File: config.mk
export PLATFORM = sky130hd
export DESIGN_NAME = menu_nav
export DESIGN_NICKNAME = d
export VERILOG_FILES = /design/src/rtl/menu_nav.sv
export SDC_FILE = /design/constraint.sdc
export NUM_CORES = 1
export LEC_CHECK = 0
export CAP_MARGIN = 10
export CORE_MARGIN = 1
export CORE_UTILIZATION = 47
export DETAILED_ROUTE_END_ITERATION = 10
export PLACE_DENSITY = 0.88
export REMOVE_ABC_BUFFERS = 1
export SLEW_MARGIN = 20
export SYNTH_ARGS = -nofsm -noshare
export SYNTH_HDL_FRONTEND = slang
export SYNTH_SLANG_ARGS = --single-unit
File: constraint.sdc
create_clock -name slow_clock -period 7.4 [get_ports slow_clock]
set_clock_uncertainty 0.2 [all_clocks]
set_input_delay 0.74 -clock slow_clock [delete_from_list [all_inputs] [get_ports slow_clock]]
set_output_delay 0.74 -clock slow_clock [all_outputs]
set_load 0.05 [all_outputs]
File: src/rtl/menu_nav.sv
// rtl/menu_nav.sv - parametrised on-screen menu controller with wrap cursor, auto-repeat and confirm flash
module menu_nav #(
  parameter int          N_ITEMS     = 4,
  parameter int          X0          = 50,
  parameter int          Y0          = 50,
  parameter int          WIDTH       = 200,
  parameter int          ROW_H       = 20,
  parameter int          PAD_Y       = 14,
  parameter int          REPEAT_DLY  = 8,
  parameter int          REPEAT_RATE = 3,
  parameter int          FLASH_TICKS = 4,
  parameter logic [11:0] BG_COLOR    = 12'h7CF,
  parameter logic [11:0] HL_COLOR    = 12'hA00,
  localparam int         IDX_W       = (N_ITEMS <= 2) ? 1 : $clog2(N_ITEMS)
) (
  input  logic               slow_clock,
  input  logic               reset,
  input  logic               btn_menu,
  input  logic               btn_up,
  input  logic               btn_down,
  input  logic               btn_select,
  input  logic [11:0]        VGA_HORZ_COORD,
  input  logic [11:0]        VGA_VERT_COORD,
  input  logic [N_ITEMS-1:0] text_pix,
  output logic               menu_open,
  output logic [IDX_W-1:0]   cursor,
  output logic [IDX_W-1:0]   sel_index,
  output logic               sel_valid,
  output logic               menu_bg,
  output logic [3:0]         red,
  output logic [3:0]         green,
  output logic [3:0]         blue
);

  localparam logic [1:0] ST_CLOSED = 2'd0;
  localparam logic [1:0] ST_OPEN   = 2'd1;
  localparam logic [1:0] ST_FLASH  = 2'd2;

  localparam int HOLD_W  = (REPEAT_DLY <= 2) ? 1 : $clog2(REPEAT_DLY);
  localparam int FLASH_W = (FLASH_TICKS <= 2) ? 1 : $clog2(FLASH_TICKS);
  localparam int BOX_H   = 2 * PAD_Y + N_ITEMS * ROW_H;

  localparam logic [HOLD_W-1:0]  HOLD_TOP    = HOLD_W'(REPEAT_DLY - 1);
  localparam logic [HOLD_W-1:0]  HOLD_RELOAD = HOLD_W'(REPEAT_DLY - REPEAT_RATE);
  localparam logic [HOLD_W-1:0]  HOLD_ONE    = HOLD_W'(1);
  localparam logic [FLASH_W-1:0] FLASH_INIT  = FLASH_W'(FLASH_TICKS - 1);
  localparam logic [FLASH_W-1:0] FLASH_ONE   = FLASH_W'(1);
  localparam logic [IDX_W-1:0]   LAST_ROW    = IDX_W'(N_ITEMS - 1);
  localparam logic [IDX_W-1:0]   IDX_ONE     = IDX_W'(1);
  localparam logic [N_ITEMS-1:0] ROW_ONE     = N_ITEMS'(1);

  // 13-bit compare domain so box edges near 4095 cannot overflow
  localparam logic [12:0] X_LO = 13'(X0);
  localparam logic [12:0] X_HI = 13'(X0 + WIDTH);
  localparam logic [12:0] Y_LO = 13'(Y0);
  localparam logic [12:0] Y_HI = 13'(Y0 + BOX_H);

  logic [1:0]         state;
  logic [HOLD_W-1:0]  hold_cnt;
  logic [FLASH_W-1:0] flash_cnt;
  logic               menu_q, up_q, down_q, select_q;

  logic rise_menu, rise_up, rise_down, rise_select;
  logic one_held, held_rise;
  logic [IDX_W-1:0] cursor_up, cursor_dn, cursor_step;

  assign rise_menu   = btn_menu & ~menu_q;
  assign rise_up     = btn_up & ~up_q;
  assign rise_down   = btn_down & ~down_q;
  assign rise_select = btn_select & ~select_q;

  // Exactly one direction held drives navigation; the rise belongs to that button
  assign one_held    = btn_up ^ btn_down;
  assign held_rise   = btn_up ? rise_up : rise_down;

  // Wrap modulo the row count, not the index width
  assign cursor_up   = (cursor == '0) ? LAST_ROW : cursor - IDX_ONE;
  assign cursor_dn   = (cursor == LAST_ROW) ? '0 : cursor + IDX_ONE;
  assign cursor_step = btn_up ? cursor_up : cursor_dn;

  // Button history for edge detection; resets high so a button held through reset never fires
  always_ff @(posedge slow_clock or posedge reset) begin
    if (reset) begin
      menu_q   <= 1'b1;
      up_q     <= 1'b1;
      down_q   <= 1'b1;
      select_q <= 1'b1;
    end else begin
      menu_q   <= btn_menu;
      up_q     <= btn_up;
      down_q   <= btn_down;
      select_q <= btn_select;
    end
  end

  // Menu state machine, cursor navigation with hold-to-repeat, confirm flash
  always_ff @(posedge slow_clock or posedge reset) begin
    if (reset) begin
      state     <= ST_CLOSED;
      cursor    <= '0;
      sel_index <= '0;
      sel_valid <= 1'b0;
      hold_cnt  <= '0;
      flash_cnt <= '0;
    end else begin
      sel_valid <= 1'b0;
      case (state)
        ST_CLOSED: begin
          hold_cnt <= '0;
          if (rise_menu) begin
            state  <= ST_OPEN;
            cursor <= sel_index;
          end
        end
        ST_OPEN: begin
          if (rise_menu) begin
            state    <= ST_CLOSED;
            hold_cnt <= '0;
          end else if (rise_select) begin
            state     <= ST_FLASH;
            flash_cnt <= FLASH_INIT;
            hold_cnt  <= '0;
          end else if (one_held) begin
            if (held_rise) begin
              cursor   <= cursor_step;
              hold_cnt <= '0;
            end else if (hold_cnt == HOLD_TOP) begin
              cursor   <= cursor_step;
              hold_cnt <= HOLD_RELOAD;
            end else begin
              hold_cnt <= hold_cnt + HOLD_ONE;
            end
          end else begin
            hold_cnt <= '0;
          end
        end
        ST_FLASH: begin
          hold_cnt <= '0;
          if (flash_cnt == '0) begin
            sel_index <= cursor;
            sel_valid <= 1'b1;
            state     <= ST_CLOSED;
          end else begin
            flash_cnt <= flash_cnt - FLASH_ONE;
          end
        end
        default: begin
          state    <= ST_CLOSED;
          hold_cnt <= '0;
        end
      endcase
    end
  end

  assign menu_open = (state == ST_OPEN) || (state == ST_FLASH);

  logic [12:0]        h, v;
  logic               in_box;
  logic [N_ITEMS-1:0] row_hit;
  logic [N_ITEMS-1:0] cursor_mask;
  logic               cur_row, cur_text, other_text, bar_lit;
  logic [11:0]        pix;

  assign h       = {1'b0, VGA_HORZ_COORD};
  assign v       = {1'b0, VGA_VERT_COORD};
  assign in_box  = (h > X_LO) && (h < X_HI) && (v > Y_LO) && (v < Y_HI);
  assign menu_bg = in_box && menu_open;

  // Vertical band of each row, clipped to the box
  always_comb begin
    row_hit = '0;
    for (int r = 0; r < N_ITEMS; r++) begin
      row_hit[r] = in_box && (v >= 13'(Y0 + PAD_Y + r * ROW_H))
                          && (v <  13'(Y0 + PAD_Y + (r + 1) * ROW_H));
    end
  end

  assign cursor_mask = ROW_ONE << cursor;
  assign cur_row     = |(row_hit & cursor_mask);
  assign cur_text    = |(row_hit & cursor_mask & text_pix);
  assign other_text  = |(row_hit & ~cursor_mask & text_pix);
  // Bar blinks on even flash counts; text inverts to black over the lit bar
  assign bar_lit     = (state == ST_FLASH) && !flash_cnt[0];

  // Pixel colour priority: closed, cursor text, other text, flash bar, box fill
  always_comb begin
    pix = 12'h000;
    if (!menu_open) begin
      pix = 12'h000;
    end else if (cur_text) begin
      pix = bar_lit ? 12'h000 : HL_COLOR;
    end else if (other_text) begin
      pix = 12'h000;
    end else if (cur_row && bar_lit) begin
      pix = HL_COLOR;
    end else if (in_box) begin
      pix = BG_COLOR;
    end
  end

  assign {red, green, blue} = pix;

endmodule

==> key figures, run 1 <==
Run status
  • Status: finished clean

Timing
  • Post-layout min period: between 5 and 6 ns
  • F_max: slightly below 0.2 GHz
  • Final WS setup: 2.29 ns
  • Unrepaired setup endpoints after global routing: no
  • Setup TNS: 0 ns
  • Worst slew pin tran: 0.962 ns
  • # setup viols final: 0
  • Crit share post-route: 69.0%
  • Slew HR: 35.3%
  • Final hold slack: 0.272 ns
  • Fin. Hold Viols: 0
  • Pins Over Slew Limit: 0

Global routing
  • Top Usage Layer GRT: met2
  • First-pass GRT wire length: 5760 um
  • Met1 usage: 24.1%
  • GRT Util Overall: 22.9%
  • Largest net degree at the start of global routing: 17
  • Met3 GRT Util: 4.42%
  • Total global routing overflow: 0
  • Number of global-route vias before repair: between 1000 and 1500
  • Initial antenna violation count: 0
  • Met2 Resource Use GR: 43.5%

Placement
  • Pre-CTS worst setup slack: approximately 2.3 ns
  • RePlAce Congestion: 0.835
  • Port Buffers: 50
  • Post-DP Area: approximately 1800 um2
  • Placed Cells: 227
  • Dpl hpwl: 2680 um

Run
  • MaxCap Viol Count: 0

Final layout
  • Layout cell share with drive strength beyond 1: 9.55%
  • Diode count: 0
  • Nets: 244
  • Final Non-Filler Cells: 230
  • Final instance area: 1830 um2
  • P&R area growth vs syn: 34.9%

Routing
  • Via count: between 1000 and 1500
  • DRT antenna net count: 0
  • Post-Route WL: 3330 um
  • # DRC: 0
  • DRT iter0 DRCs: 52
  • Pre-antenna DRT Iters: 4
  • WL per Instance: 14.5 um
  • Via density: about 5.7

Clock tree
  • H-tree levels: 1
  • Worst skew pair latency: 0.28 ns
  • CTS tree: done
  • Post-CTS resize count: 0
  • Clk Tree Root Cell: clkbuf_4
  • Max clock buf depth: 2
  • Postcts setup bufs: 0
  • Reg clk slew, reported paths: 0.08 ns
  • CTS Sinks: 16
  • TritonCTS Buffers: 3
  • CTS Hold Bufs: 0

Critical path
  • Worst R2R Setup Slack: approximately 5.4 ns
  • Max stage delay cell, worst path: clkdlybuf4s50_1
  • Top cell by count, worst path: clkdlybuf4s50_1
  • Worst-path cell chain: clkdlybuf4s50_1 -> nor3b_1 -> o21bai_1 -> and3_1 -> a311oi_4 -> nor2_1 -> nor4_1 -> clkdlybuf4s50_1
  • Kind of cell adding the most delay to the critical path: buffers and inverters
  • Worst setup endpoint: blue[3]
  • Critical path depth in cells: 8
  • Worst setup startpoint: VGA_VERT_COORD[5]
  • Worst setup EP type: output port
  • Type of origin of the critical path: input port
  • Worst EP arrival: roughly 4.2 ns
  • CP Class: in -> out
  • RR Endpoint: cursor[0]
  • Max Fanout on Critical Path: 10
  • Slowest cell delay on critical path: 0.97 ns
  • Crit path buf inv count: 2
  • CP Data Required Time: 6.46 ns
  • Worst R2R Start: state[1]
  • Worst reg-to-reg path cell count: 7

Logic synthesis
  • Synth cell types: slightly above 50
  • Synthesized area: 1360 um2
  • Synth Instances: 157
  • Sequential area share after synthesis: 29.8%
  • Post-synth EDFFs: 0
  • Synth area leader: dfrtp_1
  • Synthesized flop and latch total: 16
  • Ranking of synthesized cells by area: dfrtp_1 22%, ha_1 8.3%, dfstp_2 7.7%
  • Synth top area share: 22.1%
  • Syn Area/Cell: 8.65 um2
  • Synth warn: 0
  • Post-synth ARST share: between 90% and 100%
  • Post-synth top flop: dfrtp_1

Power and ir drop
  • VDD IR max: 0.000196 V
  • PwrDens: 199 nW/um2
  • LEAKAGE: 0.748 nW

Floorplan
  • Row cnt: 19
  • Die Wd: 55.8 um
  • CORE AREA: 2760 um2
  • Initial core utilization: 49.3%
  • IO Count: between 50 and 60
  • Die ar.: 3110 um2
  • Die height: roughly 56 um

Hold path
  • Hold WC Path Type: reg -> reg
==> area by class of cell <==
cell class	instances	area, um2
fill	240	925
inverter	11	41.3
tap	31	38.8
multi-input combinational	119	825
timing repair buffer	50	500
clock buffer	3	22.5
sequential	16	405
==> layout by cell type, fill, tap and decap left out, types with 2 or more instances in the layout <==
| master | netlist | layout |
|---|---|---|
| o21ai_0 | 6 | 6 |
| mux2i_1 | 2 | 2 |
| nand3_1 | 7 | 7 |
| and3_1 | 3 | 3 |
| or4_4 | 2 | 2 |
| nor4_1 | 3 | 3 |
| xnor2_1 | 2 | 2 |
| o21ai_2 | 2 | 2 |
| o32ai_1 | 2 | 2 |
| o21ai_1 | 4 | 4 |
| clkdlybuf4s50_1 | 0 | 50 |
| o21a_1 | 2 | 2 |
| nor2b_1 | 5 | 5 |
| nand2_1 | 18 | 18 |
| a211oi_1 | 2 | 2 |
| nor2_1 | 10 | 10 |
| nor3b_1 | 2 | 2 |
| nand4_1 | 4 | 4 |
| inv_1 | 11 | 11 |
| dfstp_2 | 4 | 4 |
| nand2b_1 | 4 | 4 |
| a21oi_1 | 4 | 4 |
| ha_1 | 9 | 9 |
| dfrtp_1 | 12 | 12 |
| clkbuf_4 | 0 | 3 |
| conb_1 | 1 | 2 |
==> flip-flops by register name (all words and copies together), names as in the netlist <==
signal	cells
hold_cnt	3
cursor	2
flash_cnt	2
sel_index	2
state	2
down_q	1
menu_q	1
sel_valid	1
select_q	1
up_q	1
==> power breakdown <==
| group | switching [mW] | internal [mW] | total [mW] |
|---|---|---|---|
| clock network | 0.0256 | 0.0189 | 0.0445 |
| registers | 0.0149 | 0.102 | 0.117 |
| logic | 0.121 | 0.0817 | 0.202 |
| total | 0.161 | 0.203 | 0.364 |
==> through the flow <==
stage / power [mW] / util [%]
2_1_floorplan: 0.253 / -
3_3_place_gp: 0.309 / 65.7
3_5_place_dp: 0.320 / 65.7
4_1_cts: 0.365 / 66.5
5_1_grt: 0.389 / 66.5
6_report: 0.364 / 66.5
==> per-layer routing <==
layer | wire [um] | vias to the layer above
met5 | 0 | -
met4 | 51 | 0
met3 | 246 | 6
met2 | 1710 | 58
met1 | 1320 | 599
li1 | - | 646
==> worst min path at each step <==
stage | from | to | slack [ns] | depth (start not counted)
3_5_place_dp | hold_cnt[0] | hold_cnt[0] | 0.26 | 1
5_1_grt | hold_cnt[0] | hold_cnt[0] | 0.31 | 1
4_1_cts | hold_cnt[0] | hold_cnt[0] | 0.27 | 1
6_report | hold_cnt[0] | hold_cnt[0] | 0.27 | 1
2_1_floorplan | hold_cnt[0] | hold_cnt[0] | 0.22 | 1
3_3_place_gp | hold_cnt[0] | hold_cnt[0] | 0.24 | 1
==> kinds of logic (layout without fill, tap and decap cells) <==
group           Yosys count  after routing  share of synthesized area (%)
compound gates           37             37                           20.8
fa+ha+maj                 9              9                           8.29
xor+xnor                  2              2                           1.29
simple gates             67             67                           28.3
flops                    16             16                           29.8
other cells               1              2                          0.276
buf+inv                  23             64                           9.76
mux                       2              2                           1.47
==> cell usage after synthesis (all sizes together) (4+ instances only) <==
| cell | instances |
|---|---|
| nor4 | 4 |
| dfstp | 4 |
| nand4 | 4 |
| nor2 | 10 |
| nand3 | 7 |
| nand2b | 4 |
| a21oi | 4 |
| o21ai | 12 |
| nor2b | 5 |
| ha | 9 |
| dfrtp | 12 |
| nand2 | 19 |
| inv | 11 |
| buf | 12 |
(Power assumes the default switching activity.)
==> run 2, diff against run 1 <==
CORE_UTILIZATION = 44   (was 47)
PLACE_DENSITY = 0.84   (was 0.88)
clock period = 5 ns   (was 7.4 ns; I/O delays follow)
==> key figures, run 2 (synthesis results as in run 1) <==
Floorplan
  • Initial core utilization: 48.0%
  • Row cnt: 19
  • CORE AREA: 2830 um2
  • Die height: 57.6 um
  • Die Wd: around 58 um
  • Die ar.: 3310 um2
  • IO Count: 53

Hold path
  • Hold path startpoint: hold_cnt[0]
  • Worst hold endpoint: hold_cnt[0]
  • Hold WC Path Type: reg -> reg
  • Hold path cells: 1

Power and ir drop
  • LEAKAGE: 0.760 nW
  • PwrDens: 303 nW/um2
  • VDD IR max: 0.000260 V

Critical path
  • Crit path buf inv count: 3
  • Worst R2R Start: state[1]
  • Worst setup EP type: output port
  • Worst-path cell chain: clkdlybuf4s50_1 -> or4_4 -> nor4_2 -> o2111ai_1 -> nor4_1 -> buf_4 -> clkdlybuf4s50_1
  • CP Class: in -> out
  • Worst EP arrival: roughly 3.4 ns
  • Worst reg-to-reg path cell count: 7
  • RR Endpoint: cursor[1]
  • Worst R2R Setup Slack: around 3 ns
  • Slowest cell delay on critical path: around 0.8 ns
  • Kind of cell adding the most delay to the critical path: buffers and inverters
  • Max Fanout on Critical Path: 8
  • Max stage delay cell, worst path: clkdlybuf4s50_1
  • Top cell by count, worst path: clkdlybuf4s50_1
  • CP Data Required Time: approximately 4.3 ns
  • Type of origin of the critical path: input port

Global routing
  • First-pass GRT wire length: 5640 um
  • Total global routing overflow: 0
  • GRT Util Overall: a little over a fifth
  • Number of global-route vias before repair: approximately 1400
  • Largest net degree at the start of global routing: 17
  • Initial antenna violation count: 0

Routing
  • DRT antenna net count: 0
  • Pre-antenna DRT Iters: 7
  • DRT iter0 DRCs: 70
  • Post-Route WL: 3520 um
  • # DRC: 7
  • Via count: ~1400
  • WL per Instance: around 15 um
  • Via density: 5.88

Placement
  • Pre-CTS worst setup slack: between 0.8 and 0.9 ns
  • Dpl hpwl: 2840 um
  • RePlAce Congestion: roughly 0.77
  • Post-DP Area: between 1500 and 2000 um2
  • Port Buffers: 50

Clock tree
  • Max clock buf depth: 2
  • CTS tree: done
  • Worst skew pair latency: 0.29 ns
  • CTS Sinks: 16
  • Reg clk slew, reported paths: roughly 0.080 ns
  • H-tree levels: 1
  • TritonCTS Buffers: 3
  • Clk Tree Root Cell: clkbuf_4
  • CTS Hold Bufs: 0
  • Post-CTS resize count: 0
  • Postcts setup bufs: 0

Final layout
  • Final instance area: ~1900 um2
  • Layout cell share with drive strength beyond 1: a little over a tenth
  • P&R area growth vs syn: 36.5%
  • Most frequent cells in the layout: 50 x clkdlybuf4s50_1, 18 x nand2_1, 12 x dfrtp_1
  • Most common cell after layout, fill and taps aside: clkdlybuf4s50_1
  • Number of flip-flops in the largest register: 3
  • Diode count: 0
  • Most flop-heavy register: hold_cnt
  • Nets: 245

Timing
  • # setup viols final: 0
  • Unrepaired setup endpoints after global routing: no
  • Slew HR: 53.7%
  • Pins Over Slew Limit: 0
  • Worst slew pin tran: 0.689 ns
  • Fin. Hold Viols: 0
  • Crit share post-route: 82.8%
  • F_max: 0.242 GHz
  • Final WS setup: 0.861 ns
  • Post-layout min period: 4.14 ns

Run status
  • Status: finished with violations
  • Failing checks: design-rule violations

Run
  • MaxCap Viol Count: 0
[run 2: final cells by class]
class	count	area, um2
fill	243	975
timing repair buffer	51	508
multi-input combinational	119	825
tap	31	38.8
clock buffer	4	36.3
inverter	11	41.3
sequential	16	405
[run 2: layer usage]
layer	GRT usage, %	share of wire (%)	vias up
met5	0	0	-
met2	41.7	53	63
met4	9.06	1.9	0
met3	2.27	8.4	9
li1	-	-	646
met1	23.2	37	647
[run 2: how the worst max path moves through the flow]
stage	from	endpoint	slack, ns	cells after the start
2_1_floorplan	cursor[0]	blue[0]	-8.46	8
3_3_place_gp	VGA_VERT_COORD[11]	blue[0]	0.99	7
3_5_place_dp	VGA_VERT_COORD[11]	green[3]	0.88	7
4_1_cts	VGA_VERT_COORD[11]	green[3]	0.88	7
5_1_grt	VGA_VERT_COORD[5]	blue[3]	0.77	9
6_report	VGA_VERT_COORD[11]	green[3]	0.86	7
[run 2: worst reg2reg max path, stage by stage, from the launching register on]
cell	delay [ns]
dfrtp_1	0.42
inv_1	0.10
ha_1	0.28
o21ai_1	0.18
o41ai_1	0.38
nand2_1	0.16
nand2_1	0.09
o21ai_1	0.06
[run 2: power breakdown]
part	internal, mW	switching, mW
Sequential	0.152	0.0226
Clock	0.0444	0.0399
Combinational	0.122	0.182
[run 2: per-stage QoR]
step | power (mW) | std cells | setup TNS, ns | hold slack, ns | util [%]
floorplan | 0.374 | 146 | -67.66 | 0.211 | -
global route | 0.600 | 232 | 0 | 0.295 | 65.5
detailed placement | 0.478 | 228 | 0 | 0.263 | 64.3
global placement | 0.459 | 228 | 0 | 0.236 | 64.3
CTS | 0.564 | 232 | 0 | 0.275 | 65.5
finish | 0.562 | 232 | 0 | 0.269 | 65.5
